==> config.mk <==
export PLATFORM = sky130hd
export DESIGN_NAME = regbank_wb_arbiter2
export DESIGN_NICKNAME = d
export VERILOG_FILES = /design/src/rtl/regbank_arb_pkg.sv /design/src/rtl/wb_arb_watchdog.sv /design/src/rtl/regbank_wb_arbiter2.sv
export SDC_FILE = /design/constraint.sdc
export NUM_CORES = 1
export LEC_CHECK = 0
export BUFFER_PORTS_ARGS = -buffer_cell sky130_fd_sc_hd__buf_2
export CAP_MARGIN = 20
export CORE_AREA = 2 2 92 94
export DETAILED_ROUTE_END_ITERATION = 6
export DIE_AREA = 0 0 94 96
export PLACE_DENSITY_LB_ADDON = 0.3
export RECOVER_POWER = 25
export SYNTH_ARGS = -nofsm -noshare
export SYNTH_HDL_FRONTEND = slang
export SYNTH_SLANG_ARGS = --single-unit
==> constraint.sdc <==
create_clock -name clk_i -period 2.5 [get_ports clk_i]
set_input_delay 0.25 -clock clk_i [delete_from_list [all_inputs] [get_ports clk_i]]
set_output_delay 0.25 -clock clk_i [all_outputs]
set_load 0.05 [all_outputs]
==> src/rtl/regbank_arb_pkg.sv <==
// Shared types and helpers for the two-master register-bank Wishbone arbiter.
package regbank_arb_pkg;

    typedef enum logic [1:0] {
        StIdle = 2'd0,
        StOwn0 = 2'd1,
        StOwn1 = 2'd2
    } arb_state_e;

    localparam logic OwnerM0 = 1'b0;
    localparam logic OwnerM1 = 1'b1;

    // Counter must hold TIMEOUT-1; keep at least one bit for tiny timeouts.
    function automatic int unsigned cnt_width(input int unsigned timeout);
        return (timeout <= 2) ? 1 : $clog2(timeout);
    endfunction

endpackage

==> src/rtl/wb_arb_watchdog.sv <==
// Cycle counter for an owned transaction; flags expiry at TIMEOUT-1 owned cycles.
module wb_arb_watchdog
    import regbank_arb_pkg::*;
#(
    parameter int unsigned TIMEOUT = 255
) (
    input  logic clk,
    input  logic rst_n,
    input  logic clr,
    input  logic en,
    input  logic active,
    output logic expire
);

    localparam int unsigned CntW = cnt_width(TIMEOUT);
    localparam logic [CntW-1:0] CntMax = CntW'(TIMEOUT - 1);

    logic [CntW-1:0] cnt_q, cnt_d;

    always_comb begin
        cnt_d = cnt_q;
        if (clr) begin
            cnt_d = '0;
        end else if (en) begin
            cnt_d = cnt_q + 1'b1;
        end
    end

    always_ff @(posedge clk or negedge rst_n) begin
        if (!rst_n) begin
            cnt_q <= '0;
        end else begin
            cnt_q <= cnt_d;
        end
    end

    assign expire = active & (cnt_q == CntMax);

endmodule

==> src/rtl/regbank_wb_arbiter2.sv <==
// Round-robin arbiter sharing one pipelined Wishbone register-bank slave between two masters,
// with a watchdog that forces err on transactions the slave never answers.
module regbank_wb_arbiter2
    import regbank_arb_pkg::*;
#(
    parameter int unsigned ADDR_W  = 4,
    parameter int unsigned TIMEOUT = 255
) (
    input  logic              clk_i,
    input  logic              rst_n_i,
    input  logic              m0_cyc_i,
    input  logic              m0_stb_i,
    input  logic              m0_we_i,
    input  logic [ADDR_W+1:2] m0_adr_i,
    input  logic [3:0]        m0_sel_i,
    input  logic [31:0]       m0_dat_i,
    output logic              m0_ack_o,
    output logic              m0_err_o,
    output logic              m0_rty_o,
    output logic              m0_stall_o,
    output logic [31:0]       m0_dat_o,
    input  logic              m1_cyc_i,
    input  logic              m1_stb_i,
    input  logic              m1_we_i,
    input  logic [ADDR_W+1:2] m1_adr_i,
    input  logic [3:0]        m1_sel_i,
    input  logic [31:0]       m1_dat_i,
    output logic              m1_ack_o,
    output logic              m1_err_o,
    output logic              m1_rty_o,
    output logic              m1_stall_o,
    output logic [31:0]       m1_dat_o,
    output logic              s_cyc_o,
    output logic              s_stb_o,
    output logic              s_we_o,
    output logic [ADDR_W+1:2] s_adr_o,
    output logic [3:0]        s_sel_o,
    output logic [31:0]       s_dat_o,
    input  logic              s_ack_i,
    input  logic              s_err_i,
    input  logic              s_rty_i,
    input  logic              s_stall_i,
    input  logic [31:0]       s_dat_i
);

    arb_state_e state_q, state_d;
    logic       last_grant_q, last_grant_d;

    logic req0, req1, own0, own1, owning, owner;
    logic owner_cyc, other_req, resp, expire, force_err, release_bus, abort;

    assign req0      = m0_cyc_i & m0_stb_i;
    assign req1      = m1_cyc_i & m1_stb_i;
    assign own0      = (state_q == StOwn0);
    assign own1      = (state_q == StOwn1);
    assign owning    = own0 | own1;
    assign owner     = own1 ? OwnerM1 : OwnerM0;
    assign owner_cyc = own1 ? m1_cyc_i : m0_cyc_i;
    assign other_req = own1 ? req0 : req1;

    // Responses only count while a master owns the bus; late ones in idle are dropped.
    assign resp        = owning & (s_ack_i | s_err_i | s_rty_i);
    assign force_err   = expire & ~resp;
    assign release_bus = resp | force_err;
    assign abort       = owning & ~owner_cyc;

    wb_arb_watchdog #(
        .TIMEOUT(TIMEOUT)
    ) u_watchdog (
        .clk    (clk_i),
        .rst_n  (rst_n_i),
        .clr    (~owning | release_bus | abort),
        .en     (owning & ~resp),
        .active (owning),
        .expire (expire)
    );

    always_comb begin
        state_d      = state_q;
        last_grant_d = last_grant_q;
        case (state_q)
            StIdle: begin
                if (last_grant_q == OwnerM1) begin
                    if (req0)      state_d = StOwn0;
                    else if (req1) state_d = StOwn1;
                end else begin
                    if (req1)      state_d = StOwn1;
                    else if (req0) state_d = StOwn0;
                end
            end
            StOwn0, StOwn1: begin
                if (release_bus) begin
                    last_grant_d = owner;
                    // Direct handover avoids an idle bubble when the other master waits.
                    if (other_req) state_d = own1 ? StOwn0 : StOwn1;
                    else           state_d = StIdle;
                end else if (abort) begin
                    last_grant_d = owner;
                    state_d      = StIdle;
                end
            end
            default: state_d = StIdle;
        endcase
    end

    always_ff @(posedge clk_i or negedge rst_n_i) begin
        if (!rst_n_i) begin
            state_q      <= StIdle;
            last_grant_q <= OwnerM1;
        end else begin
            state_q      <= state_d;
            last_grant_q <= last_grant_d;
        end
    end

    always_comb begin
        s_cyc_o    = 1'b0;
        s_stb_o    = 1'b0;
        s_we_o     = 1'b0;
        s_adr_o    = '0;
        s_sel_o    = '0;
        s_dat_o    = '0;
        m0_stall_o = req0;
        m1_stall_o = req1;
        m0_ack_o   = 1'b0;
        m0_err_o   = 1'b0;
        m0_rty_o   = 1'b0;
        m1_ack_o   = 1'b0;
        m1_err_o   = 1'b0;
        m1_rty_o   = 1'b0;
        if (owning) begin
            s_cyc_o = owner_cyc & ~force_err;
            s_stb_o = (own1 ? m1_stb_i : m0_stb_i) & owner_cyc & ~force_err;
            s_we_o  = own1 ? m1_we_i  : m0_we_i;
            s_adr_o = own1 ? m1_adr_i : m0_adr_i;
            s_sel_o = own1 ? m1_sel_i : m0_sel_i;
            s_dat_o = own1 ? m1_dat_i : m0_dat_i;
        end
        if (own0) begin
            m0_stall_o = s_stall_i;
            m0_ack_o   = s_ack_i;
            m0_err_o   = s_err_i | force_err;
            m0_rty_o   = s_rty_i;
        end
        if (own1) begin
            m1_stall_o = s_stall_i;
            m1_ack_o   = s_ack_i;
            m1_err_o   = s_err_i | force_err;
            m1_rty_o   = s_rty_i;
        end
    end

    assign m0_dat_o = s_dat_i;
    assign m1_dat_o = s_dat_i;

endmodule

# [Word level (Yosys, flattened, before mapping)]
# Index checks and enable logic that the tools add are counted.
[totals] reg_bits=11 inputBits=124 output_inout_bits=115 elab_cells=72
[op_classes] add_sub_neg=1 eq_ne=5 n_mux=36 bitwise_logic=21 reduce_logical=6
[ops] operator="2-to-1 mux 32 bit" count=2
[ops] operator="2-to-1 mux 1 bit" count=18
[ops] operator="2-to-1 mux 2 bit" count=9
[ops] operator="2-to-1 mux 4 bit" count=4
[ops] operator="2-to-1 mux 8 bit" count=2
[ops] operator="AND 1 bit" count=10
[ops] operator="adder 8 x 1 -> 8 bit (second input constant)" count=1
[ops] operator="== test 8 bit (second input constant)" count=1
[ops] operator="bitwise OR 1 bit" count=7
[ops] operator="!= test 3 bit (second input constant)" count=2
[ops] operator="inverter 1 bit" count=4
[ops] operator="one-hot mux 2 bit (2 select lines)" count=1
[ops] operator="AND reduction 2 bit" count=2
[ops] operator="nonzero test 2 bit" count=2
[ops] operator="== test 2 x 1 -> 1 bit (second input constant)" count=1
[ops] operator="== test 2 bit (second input constant)" count=1
[ops] operator="logical NOT 2 bit" count=1
[ops] operator="OR reduction 2 bit" count=1

# [Longest topological paths before layout]
[depth] depth_word=9 ltp_mapped=8 ltp_nobuf=6

# [Cells and area by module]
# Synthesis repeated with hierarchy kept, for this count alone.
[hier_totals] cells_unflattened=246 hier_area_um2=1913.1
[by_module_without_submodules] module="regbank_wb_arbiter2" n_inst=1 cells_per_inst=205 area_per_inst_um2=1501.4 seq_area_each_um2=76.3
[by_module_without_submodules] module="wb_arb_watchdog" n_inst=1 cells_per_inst=41 area_per_inst_um2=411.6 seq_area_each_um2=200.2

# [Least setup slack after synthesis]
# No wires, ideal clock.
[synth_path] path_type="flip-flop to output port" from="register state_q[0]" to="output s_stb_o" t_arrival_ps=2300 slack_ps=-50 stages_incl_launch_ff=8 path_cell_list="dfrtp_1 -> inv_1 -> ha_1 -> clkbuf_8 -> nand4_1 -> nor2_1 -> and2_1 -> nor3_1"
[synth_between] elab_chain_cells=8 word_cells_on_any_way=13
[synth_rtl] item="start: declaration" line="regbank_wb_arbiter2.sv:46" rtl="arb_state_e state_q, state_d;"
[synth_rtl] item="start signal: assignment" line="regbank_wb_arbiter2.sv:108" rtl="state_q <= StIdle;"
[synth_rtl] item="start signal: assignment" line="regbank_wb_arbiter2.sv:111" rtl="state_q <= state_d;"
[synth_rtl] item="== test 2 x 1 -> 1 bit or == test 2 bit (tied branches)" line="regbank_wb_arbiter2.sv:54, regbank_wb_arbiter2.sv:55"
[synth_rtl] item="bitwise OR 1 bit" line="regbank_wb_arbiter2.sv:56" rtl="assign owning = own0 | own1;"
[synth_rtl] item="AND 1 bit" line="regbank_wb_arbiter2.sv:62" rtl="assign resp = owning & (s_ack_i | s_err_i | s_rty_i);"
[synth_rtl] item="inverter 1 bit" line="regbank_wb_arbiter2.sv:63" rtl="assign force_err = expire & ~resp;"
[synth_rtl] item="AND 1 bit" line="regbank_wb_arbiter2.sv:63"
[synth_rtl] item="inverter 1 bit" line="regbank_wb_arbiter2.sv:133" rtl="s_stb_o = (own1 ? m1_stb_i : m0_stb_i) & owner_cyc & ~force_err;"
[synth_rtl] item="AND 1 bit" line="regbank_wb_arbiter2.sv:133"
[synth_rtl] item="2-to-1 mux 1 bit *" line="regbank_wb_arbiter2.sv:131" rtl="if (owning) begin"
[synth_rtl] item="end: declaration" line="regbank_wb_arbiter2.sv:34" rtl="output logic s_stb_o,"
# Every way passes the cells marked *; elsewhere a longest branch is shown, timed or not.

# [Final worst setup path]
[layout_path] from="register state_q[0]" to="output m1_err_o"
[layout_between] elab_chain_cells=7 word_cells_on_any_way=9
[layout_rtl] item="== test 2 x 1 -> 1 bit or == test 2 bit (tied branches)" line="regbank_wb_arbiter2.sv:54, regbank_wb_arbiter2.sv:55"
[layout_rtl] item="bitwise OR 1 bit" line="regbank_wb_arbiter2.sv:56"
[layout_rtl] item="AND 1 bit" line="regbank_wb_arbiter2.sv:62"
[layout_rtl] item="inverter 1 bit" line="regbank_wb_arbiter2.sv:63"
[layout_rtl] item="AND 1 bit" line="regbank_wb_arbiter2.sv:63"
[layout_rtl] item="bitwise OR 1 bit" line="regbank_wb_arbiter2.sv:148" rtl="m1_err_o = s_err_i | force_err;"
[layout_rtl] item="2-to-1 mux 1 bit *" line="regbank_wb_arbiter2.sv:145" rtl="if (own1) begin"
[layout_rtl] item="end: declaration" line="regbank_wb_arbiter2.sv:29" rtl="output logic m1_err_o,"
# Marks and branches as above.

==> results.toml <==
[run_status]
status = "completed"

[cts]
cts.clk_slew.worst_paths_ps = 60
post_cts.repair.setup_buffers = 0
clockRootBuffer = "sky130_fd_sc_hd__clkbuf_8"
cts-htree-levels = 1
clkSinkCount = 11
clkLatencyLatePin_ps = 240
clock_tree.buffer_depth = 2
tritoncts = "done"
cts_made_buffers = 3

[logic_synthesis]
synth.avg_cell_area_um2 = 8.17
synth-adder-area-share = 0.0383
dominant_combinational_cell_family_by_area_after_synthesis = "buffers and inverters"
synth.lib_cells_used.distinct = 34
synth_top_cell_by_area = "sky130_fd_sc_hd__buf_4"
seq_area_frac_synth = 0.141
synth_cells = 240
synth-simple-area-share = 0.218
yosysWarningCount = 0
yosys.area_share.xor_xnor = 0.0268
synth_compound_gate_area_share = 0.0638
fraction_of_synthesized_area_in_multiplexers = 0.222
syn-num-nets = 370
asr_flop_ratio_synth = 1.00
synth_area_leaders = "sky130_fd_sc_hd__buf_4, sky130_fd_sc_hd__mux2i_1, sky130_fd_sc_hd__nor2b_1"
syn_area_um2 = 1960
synth-main-ff-cell = "sky130_fd_sc_hd__dfrtp_1"
number_of_enable_flip_flop_cells_after_synthesis = 0
yosys_register_bits = 11
synth.top_cell.area_share = 0.245

[cells_and_area]
net_count_reported_at_finish = 445
insertedDiodeCount = 0
syn_to_final_growth_pct = 20.0
layout-drive-gt1-share = 0.500

[global_routing]
gr-usage-met3 = 0.0141
grt_use_met2 = 0.169
grt.met1_usage = 0.129
grt_max_degree = 44
global_route.peak_usage_layer = "met2"
grt_pass1_vias = 1534
first_pass_grt_wire_length_um = 7530
grt-ovfl-total = 0
globalRouteTotalUtil = 0.104
grt_antenna_before_repair = 0

[drt]
vias_per_cell = 4.24
vias = 1776
drt_iter0_markers = 28
ant_nets = 0
detail_route.drc_violations = 0
finalWirelength_um = 5430
detailedRoute.firstPassIterationCount = 4
average_routed_wire_per_standard_cell_um = 13.0

[critical_path]
crit-reg2reg-launch = "state_q[0]"
setup_cp_type = "reg2out"
critical_path_launch_point_type = "flop"
worstPathRequired_ps = 2250
ff2ff_setup_slack_ps = 580
endpoint_kind = "output port"
worstPathArrival_ps = 1970
crit_fanout = 4
timing.rr.end = "state_q[0]"
worst_r2r_path_depth = 6

[floorplanning]
die_area_um2 = 9020
floorplan.io_pins = 239
core_um2 = 8050
core.rowCount = 33
initial_utilization = 0.244
chipWidth_um = 94
fp.dieH_um = 96

[sta]
totalNegativeSetupSlack_ps = 0
rsz0062_at_grt = "false"
report.final.hold_viol_count = 0
finalMaxSlewViolations = 0
post-route-period-util = 0.886
maxClockFrequency_mhz = 451
finClkSkew_ps = 3.83
finalSetupViolations = 0
timing.max_slew.rel_slack = 0.660
worst_pin_slew_ps = 505
final.min_clock_period_ps = 2220

[placement]
finalWeightedCongestion = 0.772
io_buffer_count = 142
post_detail_place_hpwl_um = 4480

[power_and_ir_drop]
power_density_nw_per_um2 = 1320
ir_worst_vdd_mv = 0.835
power.static_leakage_nw = 1.20
post-layout-total-power_mw = 3.10

[flow_run]
max_cap_viol_count = 0

[hold_path]
worst_hold_path_class = "in2async"
[Yosys cell counts, types with 4 or more instances]
master,count
sky130_fd_sc_hd__dfrtp_1,10
sky130_fd_sc_hd__mux2i_1,42
sky130_fd_sc_hd__clkbuf_1,5
sky130_fd_sc_hd__ha_1,6
sky130_fd_sc_hd__nor2b_1,42
sky130_fd_sc_hd__nand2_1,5
sky130_fd_sc_hd__nor2_1,13
sky130_fd_sc_hd__inv_1,5
sky130_fd_sc_hd__buf_4,64
sky130_fd_sc_hd__nand3_1,4
sky130_fd_sc_hd__buf_2,5
[cells by family (layout without fill, tap and decap cells)]
logic type	count (synthesis)	after routing
fa+ha+maj	6	6
xor+xnor	6	6
flops	11	11
compound gates	17	17
buf+inv	81	155
simple gates	76	76
mux	43	43
[through the flow]
stage | cell area (um^2) | hold WS (ps) | cells | setup slack (ps) | util
finish | 2350 | 406 | 419 | 284 | 0.292
global route | 2350 | 431 | 419 | 82.6 | 0.292
CTS | 2350 | 411 | 419 | 274 | 0.292
detailed placement | 2300 | 138 | 414 | 561 | 0.285
global placement | 2300 | 134 | 414 | 615 | 0.285
floorplan | 1970 | -45.6 | 240 | 175 | -
[placed cells by master (no fill, tap or decap), types with 4 or more instances in the layout]
master                    count
sky130_fd_sc_hd__buf_2      142
sky130_fd_sc_hd__dfrtp_1     10
sky130_fd_sc_hd__ha_1         5
sky130_fd_sc_hd__inv_1        5
sky130_fd_sc_hd__mux2i_1     42
sky130_fd_sc_hd__nand2_1      5
sky130_fd_sc_hd__nand3_1      4
sky130_fd_sc_hd__nor2_1      13
sky130_fd_sc_hd__nor2b_1     42
[worst max-delay path by stage]
stage	from	endpoint	slack, ps
after global placement	state_q[0]	m1_err_o	610
after global routing	state_q[0]	m0_err_o	80
after floorplan	state_q[0]	s_dat_o[24]	170
after detailed placement	state_q[0]	m1_err_o	560
after CTS	state_q[0]	m1_err_o	270
final	state_q[0]	m1_err_o	280
[timing repair]
| item | CTS | global route |
|---|---|---|
| endpoints found under the setup margin | 0 | 0 |
| hold endpoints to repair | 10 | 0 |
| resized for setup | 0 | 0 |
| hold buffers | 1 | 0 |
[state kept, by name (all words and copies together) (netlist names)]
signal            cells
last_grant_q          1
state_q               2
u_watchdog.cnt_q      8
[power breakdown]
part	switching (mW)	internal, mW
clock	0.0739	0.110
sequential	0.0205	0.207
combinational	1.92	0.769
total	2.02	1.09
[per-layer routing]
layer / part of all wire / routed length (um)
met5: 0 / 0
met1: 0.40 / 2170
met4: 0.040 / 216
met2: 0.48 / 2600
met3: 0.082 / 443
[critical path, stage by stage, from the launching register on]
cell and delay (ps):
sky130_fd_sc_hd__dfrtp_1 390, sky130_fd_sc_hd__inv_1 80, sky130_fd_sc_hd__ha_1 340, sky130_fd_sc_hd__nand4_1 120, sky130_fd_sc_hd__nor2_1 170, sky130_fd_sc_hd__and2_1 240, sky130_fd_sc_hd__o21a_1 130, sky130_fd_sc_hd__buf_2 250
[cell type report]
| class | count | area (um^2) |
|---|---|---|
| well taps | 105 | 131 |
| flip-flops and latches | 11 | 277 |
| clock buffers | 3 | 41.3 |
| multi-input cells | 148 | 1120 |
| fillers | 879 | 5700 |
| inverters | 5 | 18.8 |
| repair buffers | 146 | 756 |
| clock inverters | 1 | 5.00 |
Note: power is estimated with default switching activity, not from simulation.
